[config.mk]
export PLATFORM = sky130hd
export DESIGN_NAME = dsp_mac_arbiter
export DESIGN_NICKNAME = d
export VERILOG_FILES = /design/src/rtl/dsp_mac_pkg.sv /design/src/rtl/dsp_mac_arbiter_tag_pipe.sv /design/src/rtl/dsp_mac_arbiter.sv
export SDC_FILE = /design/constraint.sdc
export NUM_CORES = 1
export LEC_CHECK = 0
export ABC_AREA = 1
export CAP_MARGIN = 30
export CORE_ASPECT_RATIO = 1.25
export CORE_MARGIN = 4
export CORE_UTILIZATION = 35
export CTS_BUF_LIST = sky130_fd_sc_hd__clkbuf_16
export DETAILED_ROUTE_END_ITERATION = 8
export PLACE_DENSITY = 0.64
export SETUP_SLACK_MARGIN = 0.5
export SYNTH_ARGS = -nofsm -noshare
export SYNTH_HDL_FRONTEND = slang
export SYNTH_SLANG_ARGS = --single-unit
[constraint.sdc]
create_clock -name clk -period 1.9 [get_ports clk]
set_input_delay 0.285 -clock clk [delete_from_list [all_inputs] [get_ports clk]]
set_output_delay 0.285 -clock clk [all_outputs]
set_load 0.02 [all_outputs]
[src/rtl/dsp_mac_pkg.sv]
// Shared constants, FSM state and in-flight tag type for the DSP MAC
// arbiter.
package dsp_mac_pkg;

    localparam int AW_DEF = 18;
    localparam int PW     = 48;
    localparam int BW     = 16;
    localparam int IDW    = 3;

    localparam logic [7:0] OPM_FIRST = 8'h01;
    localparam logic [7:0] OPM_ACC   = 8'h09;
    localparam logic [7:0] OPM_HOLD  = 8'h08;

    typedef enum logic {
        IDLE  = 1'b0,
        BURST = 1'b1
    } state_e;

    typedef struct packed {
        logic           valid;
        logic           last;
        logic [IDW-1:0] id;
        logic [BW-1:0]  beats;
    } tag_t;

    function automatic logic [BW-1:0] sat_inc(input logic [BW-1:0] v);
        return (v == '1) ? v : v + BW'(1);
    endfunction

endpackage

[src/rtl/dsp_mac_arbiter_tag_pipe.sv]
// Fixed-depth shift register of in-flight beat tags, kept in step with
// the DSP slice pipeline.
module mac_tag_pipe
    import dsp_mac_pkg::*;
#(
    parameter int DEPTH = 5
) (
    input  logic clk_i,
    input  logic clr_i,
    input  tag_t tag_i,
    output tag_t tag_o
);

    tag_t pipe_q [DEPTH];

    always_ff @(posedge clk_i) begin
        if (clr_i) begin
            for (int i = 0; i < DEPTH; i++) begin
                pipe_q[i] <= '0;
            end
        end else begin
            pipe_q[0] <= tag_i;
            for (int i = 1; i < DEPTH; i++) begin
                pipe_q[i] <= pipe_q[i-1];
            end
        end
    end

    assign tag_o = pipe_q[DEPTH-1];

endmodule

[src/rtl/dsp_mac_arbiter.sv]
// Round-robin burst arbiter sharing one DSP MAC slice among NREQ requesters.
// Optional DSP_MAC_CE_GATE_EN gates the slice clock enable while idle.
module dsp_mac_arbiter
    import dsp_mac_pkg::*;
#(
    parameter int NREQ     = 4,
    parameter int PIPE_LAT = 4,
    parameter int AW       = AW_DEF
) (
    input  logic                     clk,
    input  logic                     reset,
    input  logic [NREQ-1:0]          req_valid,
    input  logic [NREQ-1:0]          req_last,
    input  logic [NREQ*AW-1:0]       req_a,
    input  logic [NREQ*AW-1:0]       req_b,
    output logic [NREQ-1:0]          req_ready,
    output logic [AW-1:0]            dsp_a,
    output logic [AW-1:0]            dsp_b,
    output logic [7:0]               dsp_opmode,
    output logic                     dsp_ce,
    input  logic [PW-1:0]            dsp_p,
    output logic                     res_valid,
    output logic [$clog2(NREQ)-1:0]  res_id,
    output logic [PW-1:0]            res_p,
    output logic [BW-1:0]            res_beats
);

    localparam int IW = $clog2(NREQ);

    state_e          state_q, state_d;
    logic [IW-1:0]   grant_q, grant_d;
    logic [IW-1:0]   ptr_q, ptr_d;
    logic [NREQ-1:0] ready_q, ready_d;
    logic [BW-1:0]   cnt_q, cnt_d;
    logic [AW-1:0]   a_q, a_d;
    logic [AW-1:0]   b_q, b_d;
    logic [7:0]      opm_q, opm_d;

    logic            res_valid_q;
    logic [IW-1:0]   res_id_q;
    logic [PW-1:0]   res_p_q;
    logic [BW-1:0]   res_beats_q;

    logic            found;
    logic [IW-1:0]   pick;
    logic [IW-1:0]   cand;
    logic            accept;
    logic            sel_last;
    logic [AW-1:0]   sel_a;
    logic [AW-1:0]   sel_b;
    tag_t            tag_in;
    tag_t            tag_out;

    // First valid requester strictly after the pointer, wrapping around.
    always_comb begin
        found = 1'b0;
        pick  = '0;
        cand  = '0;
        for (int k = 1; k <= NREQ; k++) begin
            cand = IW'((int'(ptr_q) + k) % NREQ);
            if (!found && req_valid[cand]) begin
                found = 1'b1;
                pick  = cand;
            end
        end
    end

    assign sel_a    = req_a[int'(grant_q)*AW +: AW];
    assign sel_b    = req_b[int'(grant_q)*AW +: AW];
    assign sel_last = req_last[grant_q];
    assign accept   = (state_q == BURST) && req_valid[grant_q]
                      && ready_q[grant_q];

    always_comb begin
        state_d = state_q;
        grant_d = grant_q;
        ptr_d   = ptr_q;
        ready_d = ready_q;
        cnt_d   = cnt_q;
        a_d     = a_q;
        b_d     = b_q;
        opm_d   = OPM_HOLD;
        tag_in  = '0;
        unique case (state_q)
            IDLE: begin
                if (found) begin
                    state_d       = BURST;
                    grant_d       = pick;
                    ptr_d         = pick;
                    ready_d       = '0;
                    ready_d[pick] = 1'b1;
                    cnt_d         = '0;
                end
            end
            BURST: begin
                if (accept) begin
                    a_d          = sel_a;
                    b_d          = sel_b;
                    opm_d        = (cnt_q == '0) ? OPM_FIRST : OPM_ACC;
                    cnt_d        = sat_inc(cnt_q);
                    tag_in.valid = 1'b1;
                    tag_in.last  = sel_last;
                    tag_in.id    = IDW'(grant_q);
                    tag_in.beats = sat_inc(cnt_q);
                    if (sel_last) begin
                        state_d = IDLE;
                        ready_d = '0;
                    end
                end
            end
            default: state_d = IDLE;
        endcase
    end

    always_ff @(posedge clk) begin
        if (reset) begin
            state_q     <= IDLE;
            grant_q     <= '0;
            ptr_q       <= IW'(NREQ - 1);
            ready_q     <= '0;
            cnt_q       <= '0;
            a_q         <= '0;
            b_q         <= '0;
            opm_q       <= OPM_HOLD;
            res_valid_q <= 1'b0;
            res_id_q    <= '0;
            res_p_q     <= '0;
            res_beats_q <= '0;
        end else begin
            state_q     <= state_d;
            grant_q     <= grant_d;
            ptr_q       <= ptr_d;
            ready_q     <= ready_d;
            cnt_q       <= cnt_d;
            a_q         <= a_d;
            b_q         <= b_d;
            opm_q       <= opm_d;
            res_valid_q <= tag_out.valid && tag_out.last;
            if (tag_out.valid && tag_out.last) begin
                res_id_q    <= IW'(tag_out.id);
                res_p_q     <= dsp_p;
                res_beats_q <= tag_out.beats;
            end
        end
    end

    mac_tag_pipe #(
        .DEPTH (PIPE_LAT + 1)
    ) u_tag_pipe (
        .clk_i (clk),
        .clr_i (reset),
        .tag_i (tag_in),
        .tag_o (tag_out)
    );

`ifdef DSP_MAC_CE_GATE_EN
    localparam int DW = $clog2(PIPE_LAT + 2);

    // Non-zero exactly while some accepted beat is still in the tag pipe.
    logic [DW-1:0] drain_q;

    always_ff @(posedge clk) begin
        if (reset) begin
            drain_q <= '0;
        end else if (accept) begin
            drain_q <= DW'(PIPE_LAT + 1);
        end else if (drain_q != '0) begin
            drain_q <= drain_q - DW'(1);
        end
    end

    assign dsp_ce = (state_q != IDLE) || (drain_q != '0);
`else
    assign dsp_ce = 1'b1;
`endif

    assign req_ready  = ready_q;
    assign dsp_a      = a_q;
    assign dsp_b      = b_q;
    assign dsp_opmode = opm_q;
    assign res_valid  = res_valid_q;
    assign res_id     = res_id_q;
    assign res_p      = res_p_q;
    assign res_beats  = res_beats_q;

endmodule

---- Word-level counts from Yosys, hierarchy flattened ----
Memory sizes are Yosys's and may differ from the RTL's.
Cells that the tools add are included.
storage, ports and cells
  flip-flop bits (word level) ............. 136
  latch bits .............................. 0
  memory bits (writable) .................. 105
  bits in read-only memories .............. 0
  output and inout port bits .............. 116
  logic and storage cells ................. 102
  memories ................................ 1
memory list
  memory             words  width  rd ports  clocked after Yosys merged registers in  wr ports  line                            RTL
  u_tag_pipe.pipe_q  5      21     5         0                                        5         dsp_mac_arbiter_tag_pipe.sv:14  tag_t pipe_q [DEPTH];
cells by class
  add/sub/neg operators ................... 5
  multiply operators ...................... 1
  divide/modulo/power cells ............... 0
  magnitude comparators ................... 7
  eq/ne operators ......................... 4
  shift operators ......................... 2
  muxes and demuxes ....................... 47
  bitwise gates (word level) .............. 7
  reductions and logical operators ........ 16
operators by type and width
  operator               count
  $mux 21                7
  $shiftx 72x32->18      1
  $shiftx 72x8->18       1
  $mux 16                3
  $pmux 16 s2            1
  $lt 2x3->1 const B     6
  $mux 1                 18
  $add 16x1->16 const B  1
  $eq 16x16->1 const B   1
  $logic_not 16->1       1
  $mux 4                 4
  $bmux 1 s2             7
  $mux 2                 4
  $pmux 4 s2             1
  $logic_and 1x1->1      7
  $mul 2x4->6 const B    1
  $reduce_and 2->1       3
  $or 1x1->1             5
  $add 2x1->2 const B    2
  $add 2x2->2 const B    2
  $ne 2x1->1 const B     2
  $logic_not 1->1        3
  $reduce_and 3->1       1
  $reduce_or 3->1        1
  other kinds (5)        6

---- Logic depth before layout (Yosys ltp) ----
  depth in word-level cells ............... 19
  depth in mapped cells ................... 14

---- Cells and area by module ----
From an unflattened synthesis, not the netlist that was laid out.
second synthesis, totals
  cell total of the unflattened synthesis .. 1310
  area total of the unflattened synthesis .. 9605.5 µm²
modules (own cells, without submodules)
  module           times used  cells an instance  area each (µm²)  sequential area each (µm²)
  dsp_mac_arbiter  1           962                6459.9           2602.5
  mac_tag_pipe     1           348                3145.5           2102.0

---- Worst setup path after synthesis ----
No wires, ideal clock.
  kind .................................... reg-to-reg
  from .................................... reg cnt_q[0]
  to ...................................... reg cnt_q[1]
  library setup time ...................... 0.117 ns
  data arrival time ....................... 1.629 ns
  required time ........................... 1.783 ns
  path slack .............................. 0.155 ns
  cell stages (with the launch flop) ...... 11
  cells stage by stage .................... dfxtp_1 > ha_1 > inv_2 > nor2_1 > inv_1 > or2_1 > nor2_4 > nor2_1 > a21oi_1 > or2_1 > o21ai_1
between the ends
  longest elaborated chain between the ends .. 4
  elaborated cells on any way between the ends .. 5
  classes of those cells .................. add/sub (1); eq/ne (1); mux (3)
RTL lines
  what                                           line                    RTL
  from (decl)                                    dsp_mac_arbiter.sv:34   logic [BW-1:0] cnt_q, cnt_d;
  from (signal assigned)                         dsp_mac_arbiter.sv:134  cnt_q <= cnt_d;
  $add 16x1->16 or $eq 16x16->1 (tied branches)  dsp_mac_pkg.sv:27       return (v == '1) ? v : v + BW'(1);
  $mux 16 *                                      --
  $mux 16 *                                      dsp_mac_arbiter.sv:96   if (accept) begin
  $pmux 16 s2 *                                  dsp_mac_arbiter.sv:84   unique case (state_q)
Every way passes the cells marked *; elsewhere a longest branch is shown, timed or not. The select of a mux whose other input is x is not followed.
A chain may end at the register's enable or synchronous reset.

---- Worst setup path after layout ----
  from .................................... reg ptr_q[0]
  to ...................................... reg cnt_q[1]
between the ends
  longest elaborated chain between the ends .. 15
  elaborated cells on any way between the ends .. 24
  classes of those cells .................. add/sub (4); eq/ne (1); mux (12); reduce/logical (7)
RTL lines
  what                                 line                    RTL
  from (decl)                          dsp_mac_arbiter.sv:32   logic [IW-1:0] ptr_q, ptr_d;
  from (signal assigned)               dsp_mac_arbiter.sv:119  ptr_q <= IW'(NREQ - 1);
  from (signal assigned)               dsp_mac_arbiter.sv:132  ptr_q <= ptr_d;
  $add 2x1->2                          dsp_mac_arbiter.sv:60   cand = IW'((int'(ptr_q) + k) % NREQ);
  $bmux 1 s2                           dsp_mac_arbiter.sv:61   if (!found && req_valid[cand]) begin
  $mux 1 (implied by the code)         dsp_mac_arbiter.sv:61
  $mux 1                               dsp_mac_arbiter.sv:61
  $logic_not 1->1                      dsp_mac_arbiter.sv:61
  $logic_and 1x1->1                    dsp_mac_arbiter.sv:61
  $mux 1                               dsp_mac_arbiter.sv:61
  $logic_not 1->1                      dsp_mac_arbiter.sv:61
  $logic_and 1x1->1                    dsp_mac_arbiter.sv:61
  $mux 1                               dsp_mac_arbiter.sv:61
  $logic_not 1->1                      dsp_mac_arbiter.sv:61
  $logic_and 1x1->1                    dsp_mac_arbiter.sv:61
  $mux 1 *                             dsp_mac_arbiter.sv:61
  $ne 2x2->1 (no source line) *        --
  $reduce_and 2->1 (no source line) *  --
Marked as above.

==> results.cfg <==
[status]
run_status = finished, final reports clean

[synth]
synth.cell_area_sq_mm = 0.00907
synthesis.area_per_instance_sq_um = 7.45
synth.lib_cells_used.distinct = 37
ys_ff_latch = 230
synthesis.yosys.warnings = 0
synth.top_cell.area_share_pct = 50.8
cell_count_after_synthesis = 1218
synth_seq_area_share_pct = 50.8
synth_area_leaders = sky130_fd_sc_hd__dfxtp_1, sky130_fd_sc_hd__nor2_1, sky130_fd_sc_hd__o21ai_0
yosys.area.top_type = sky130_fd_sc_hd__dfxtp_1

[routing]
routed-via-count = 8939
vias_per_cell = 4.68
drt_iter0_drc = 380
route.detailed.drc = 0
antenna_left = 0
drt-wirelength-per-cell_microns = 15.1
routed_wl_mm = 28.9
drt_first_pass_iters = 4

[grt]
first_global_vias = 8794
largest_net_degree_at_the_start_of_global_routing = 126
tot_gr_track_use_pct = 18.4
global_route_wire_length_before_repair_mm = 44.3
globalRouteOverflowTotal = 0
antenna_found_initial = 1

[finish]
drive_gt1_share_pct = 28.2
fillerInstances = 2287
finish.net_count = 1759
fin_area_sq_mm = 0.0146
multi_input_area_sq_mm = 0.00450
layout.cells.non_filler = 1909
syn2layout_area_growth_pct = 60.7
utilization_pct = 57.5
area.sequential_sq_mm = 0.00464

[clocking]
clkSlewWorstSetupHoldPaths_ns = 0.06
cts-root-buf = sky130_fd_sc_hd__clkbuf_16
clk_path_buf_depth = 3
cts_hold_buf = 0
numClockSinks = 230
clk-insertion-delay-late_ns = 0.51
cts_made_buffers = 24
clock_tree.htree_level_count = 1
tritoncts = done

[pwr]
worst_ir_drop_on_vdd_mv = 0.725
total_power_mw = 15.8
leakage_nw = 6.19
p_per_area_mw_per_mm2 = 1080

[floorplan]
die_footprint_sq_mm = 0.0286
core_sq_mm = 0.0254
ioPinCount = 318
num_rows = 65
fp.dieW_microns = 152
initial_standard_cell_utilization_of_the_core_pct = 35.8
chipHeight_microns = 188

[setup_path]
end_kind = flop
critical_path_arrival_ns = 2.11
worstPathCellList = buf_6 -> nand2_4 -> nand3_4 -> nand2_4 -> nor2_8 -> nand3b_4 -> nand2_8 -> nand3_4 -> clkbuf_16 -> o21ai_1
critical_path.slowest_cell = sky130_fd_sc_hd__dfxtp_4
cp_data_required_time_ns = 2.34
timing.setup.critical_path_class = flop to flop
critical_path_maximum_fanout = 8
setup_crit_start_kind = flop
slowest_delay_ns = 0.43

[sta]
headroom_to_the_max_slew_limit_pct = 53.8
finalCritPeriodShare_pct = 88.0
setup-violations-final = 0
setup_repair_after_global_routing_missed_its_margin = yes
timing_hold_violations_final = 0
slew_violations = 0
period_needed_ns = 1.67
max_clock_freq_mhz = 598
final.setup_skew_ns = 0.0108
tightest_slew_ns = 0.694
timing.final.ws_setup_ns = 0.227

[place]
place_worst_setup_slack_ns = -0.0889
gpl.final_weighted_congestion = 0.814
placed_inst_area_sq_mm = 0.0126
post-place-cells = 1810
place.port_buffers = 310
dpl.hpwl_mm = 19.2

[hold_path]
worst_hold_path_type = input pin to flop

[run]
cap_violations = 0
-- timing repair --
action,CTS,global route
buffers inserted,31,11
pin swaps,37,62
setup endpoints to repair,258,96
gates cloned,9,3
gates resized for setup,553,191
-- worst max-delay path, delay by kind of cell, from the launching register on --
family / cells / cell delay (ns)
DFF: 1 / 0.43
and+or+nand+nor: 7 / 0.72
buffers and inverters: 2 / 0.34
AOI/OAI and AO/OA: 1 / 0.10
-- cells by family after synthesis --
family | share of synthesized area (%)
XOR/XNOR | 0.869
buffers and inverters | 9.63
other | 0.0828
AO/OA/AOI/OAI | 14.8
AND/OR/NAND/NOR | 23.6
flip-flops | 50.8
adder cells (fa/ha/maj) | 0.276
-- placed cells by master, fill, tap and decap left out, types with 4 or more instances in the layout --
cell type,Yosys,routed
sky130_fd_sc_hd__clkinv_2,0,8
sky130_fd_sc_hd__nand2_4,3,54
sky130_fd_sc_hd__conb_1,2,7
sky130_fd_sc_hd__o22ai_2,5,8
sky130_fd_sc_hd__inv_4,0,4
sky130_fd_sc_hd__a21oi_1,45,6
sky130_fd_sc_hd__o21ai_2,6,12
sky130_fd_sc_hd__dfxtp_4,0,7
sky130_fd_sc_hd__buf_12,0,17
sky130_fd_sc_hd__nor2_2,1,8
sky130_fd_sc_hd__nand3_1,29,11
sky130_fd_sc_hd__buf_16,0,10
sky130_fd_sc_hd__nand2_1,141,69
sky130_fd_sc_hd__o22ai_1,36,33
sky130_fd_sc_hd__buf_2,11,103
sky130_fd_sc_hd__inv_2,15,14
sky130_fd_sc_hd__nand4_1,12,12
sky130_fd_sc_hd__nand2_2,7,26
sky130_fd_sc_hd__dfxtp_1,230,218
sky130_fd_sc_hd__a21oi_2,0,38
sky130_fd_sc_hd__nand3_4,1,5
sky130_fd_sc_hd__buf_6,3,19
sky130_fd_sc_hd__xor2_1,9,9
sky130_fd_sc_hd__clkdlybuf4s15_2,0,4
sky130_fd_sc_hd__inv_1,120,115
sky130_fd_sc_hd__nor2_4,1,4
sky130_fd_sc_hd__clkdlybuf4s50_1,0,200
sky130_fd_sc_hd__dfxtp_2,0,5
sky130_fd_sc_hd__o21ai_0,141,138
sky130_fd_sc_hd__nand3_2,1,15
sky130_fd_sc_hd__clkbuf_16,0,26
sky130_fd_sc_hd__buf_4,8,27
sky130_fd_sc_hd__nor2_1,304,294
-- final timing paths --
path,slack [ns],depth (start not counted),from,end
setup / recovery,0.23,10,ptr_q[0],cnt_q[1]
setup reg to reg,0.23,10,ptr_q[0],cnt_q[1]
hold reg to reg,0.39,2,u_tag_pipe.pipe_q[0][79],u_tag_pipe.pipe_q[0][100]
hold / removal,0.18,3,reset,ptr_q[0]
-- per-layer routing --
metal	part of all wire [%]	global-route usage, %	wire (microns)
met5	0	0	0
met2	49	33.8	14300
met3	7.4	5.33	2140
met4	4.3	7.51	1260
met1	39	19.8	11200
-- power by group --
group	leakage (nW)	total (mW)	switching (mW)	internal [mW]
Sequential	1.86	5.28	0.237	5.04
Clock	0.392	4.54	1.93	2.60
Combinational	3.93	5.96	3.45	2.51
Total	6.19	15.8	5.62	10.2
-- cells in the mapped netlist --
library cell,number
sky130_fd_sc_hd__nor2_2,1
sky130_fd_sc_hd__or2_1,5
sky130_fd_sc_hd__nand4_1,12
sky130_fd_sc_hd__a21boi_1,1
sky130_fd_sc_hd__nand2_4,3
sky130_fd_sc_hd__inv_2,15
sky130_fd_sc_hd__nor3_2,1
sky130_fd_sc_hd__nor2_8,1
sky130_fd_sc_hd__nand2_1,141
sky130_fd_sc_hd__buf_2,11
sky130_fd_sc_hd__nand3_2,1
sky130_fd_sc_hd__ha_1,2
sky130_fd_sc_hd__a32o_1,1
sky130_fd_sc_hd__o211ai_1,3
sky130_fd_sc_hd__buf_1,6
sky130_fd_sc_hd__o21ai_2,6
sky130_fd_sc_hd__a21oi_1,45
sky130_fd_sc_hd__nand3_1,29
sky130_fd_sc_hd__nand3_4,1
sky130_fd_sc_hd__buf_6,3
sky130_fd_sc_hd__conb_1,2
sky130_fd_sc_hd__nor2_1,304
sky130_fd_sc_hd__o21ai_1,7
sky130_fd_sc_hd__nand3b_1,2
sky130_fd_sc_hd__nand3b_4,1
sky130_fd_sc_hd__nor3_1,3
sky130_fd_sc_hd__nor2_4,1
sky130_fd_sc_hd__nor4_1,2
sky130_fd_sc_hd__clkbuf_1,52
sky130_fd_sc_hd__xor2_1,9
sky130_fd_sc_hd__dfxtp_1,230
sky130_fd_sc_hd__o21ai_0,141
sky130_fd_sc_hd__o22ai_1,36
sky130_fd_sc_hd__o22ai_2,5
sky130_fd_sc_hd__nand2_2,7
sky130_fd_sc_hd__inv_1,120
sky130_fd_sc_hd__buf_4,8
-- layout make-up --
type                       instances  share of cell area [%]
antenna                            1                  0.0172
clock buffer                      24                    4.12
clock inverter                    20                    1.18
inverter                         135                    3.80
multi-input combinational        778                    30.9
sequential                       230                    31.8
tap                              335                    2.88
timing repair buffer             385                    25.2
timing repair inverter             1                  0.0772
-- registers in the layout (all words and copies together) (netlist names) --
register	flops
u_tag_pipe.pipe_q	100
res_valid	1
grant_q	2
res_beats	16
dsp_b	18
ptr_q	2
state_q	1
dsp_opmode	2
req_ready	4
cnt_q	16
res_p	48
res_id	2
dsp_a	18
-- through the flow --
stage	TNS, ns	hold WS, ns
after floorplan	0	0.388
after global placement	-2.08	0.391
after detailed placement	-2.89	0.392
after CTS	0	0.142
after global routing	0	0.206
final	0	0.176
No activity file was read; power rests on OpenSTA's default activity.
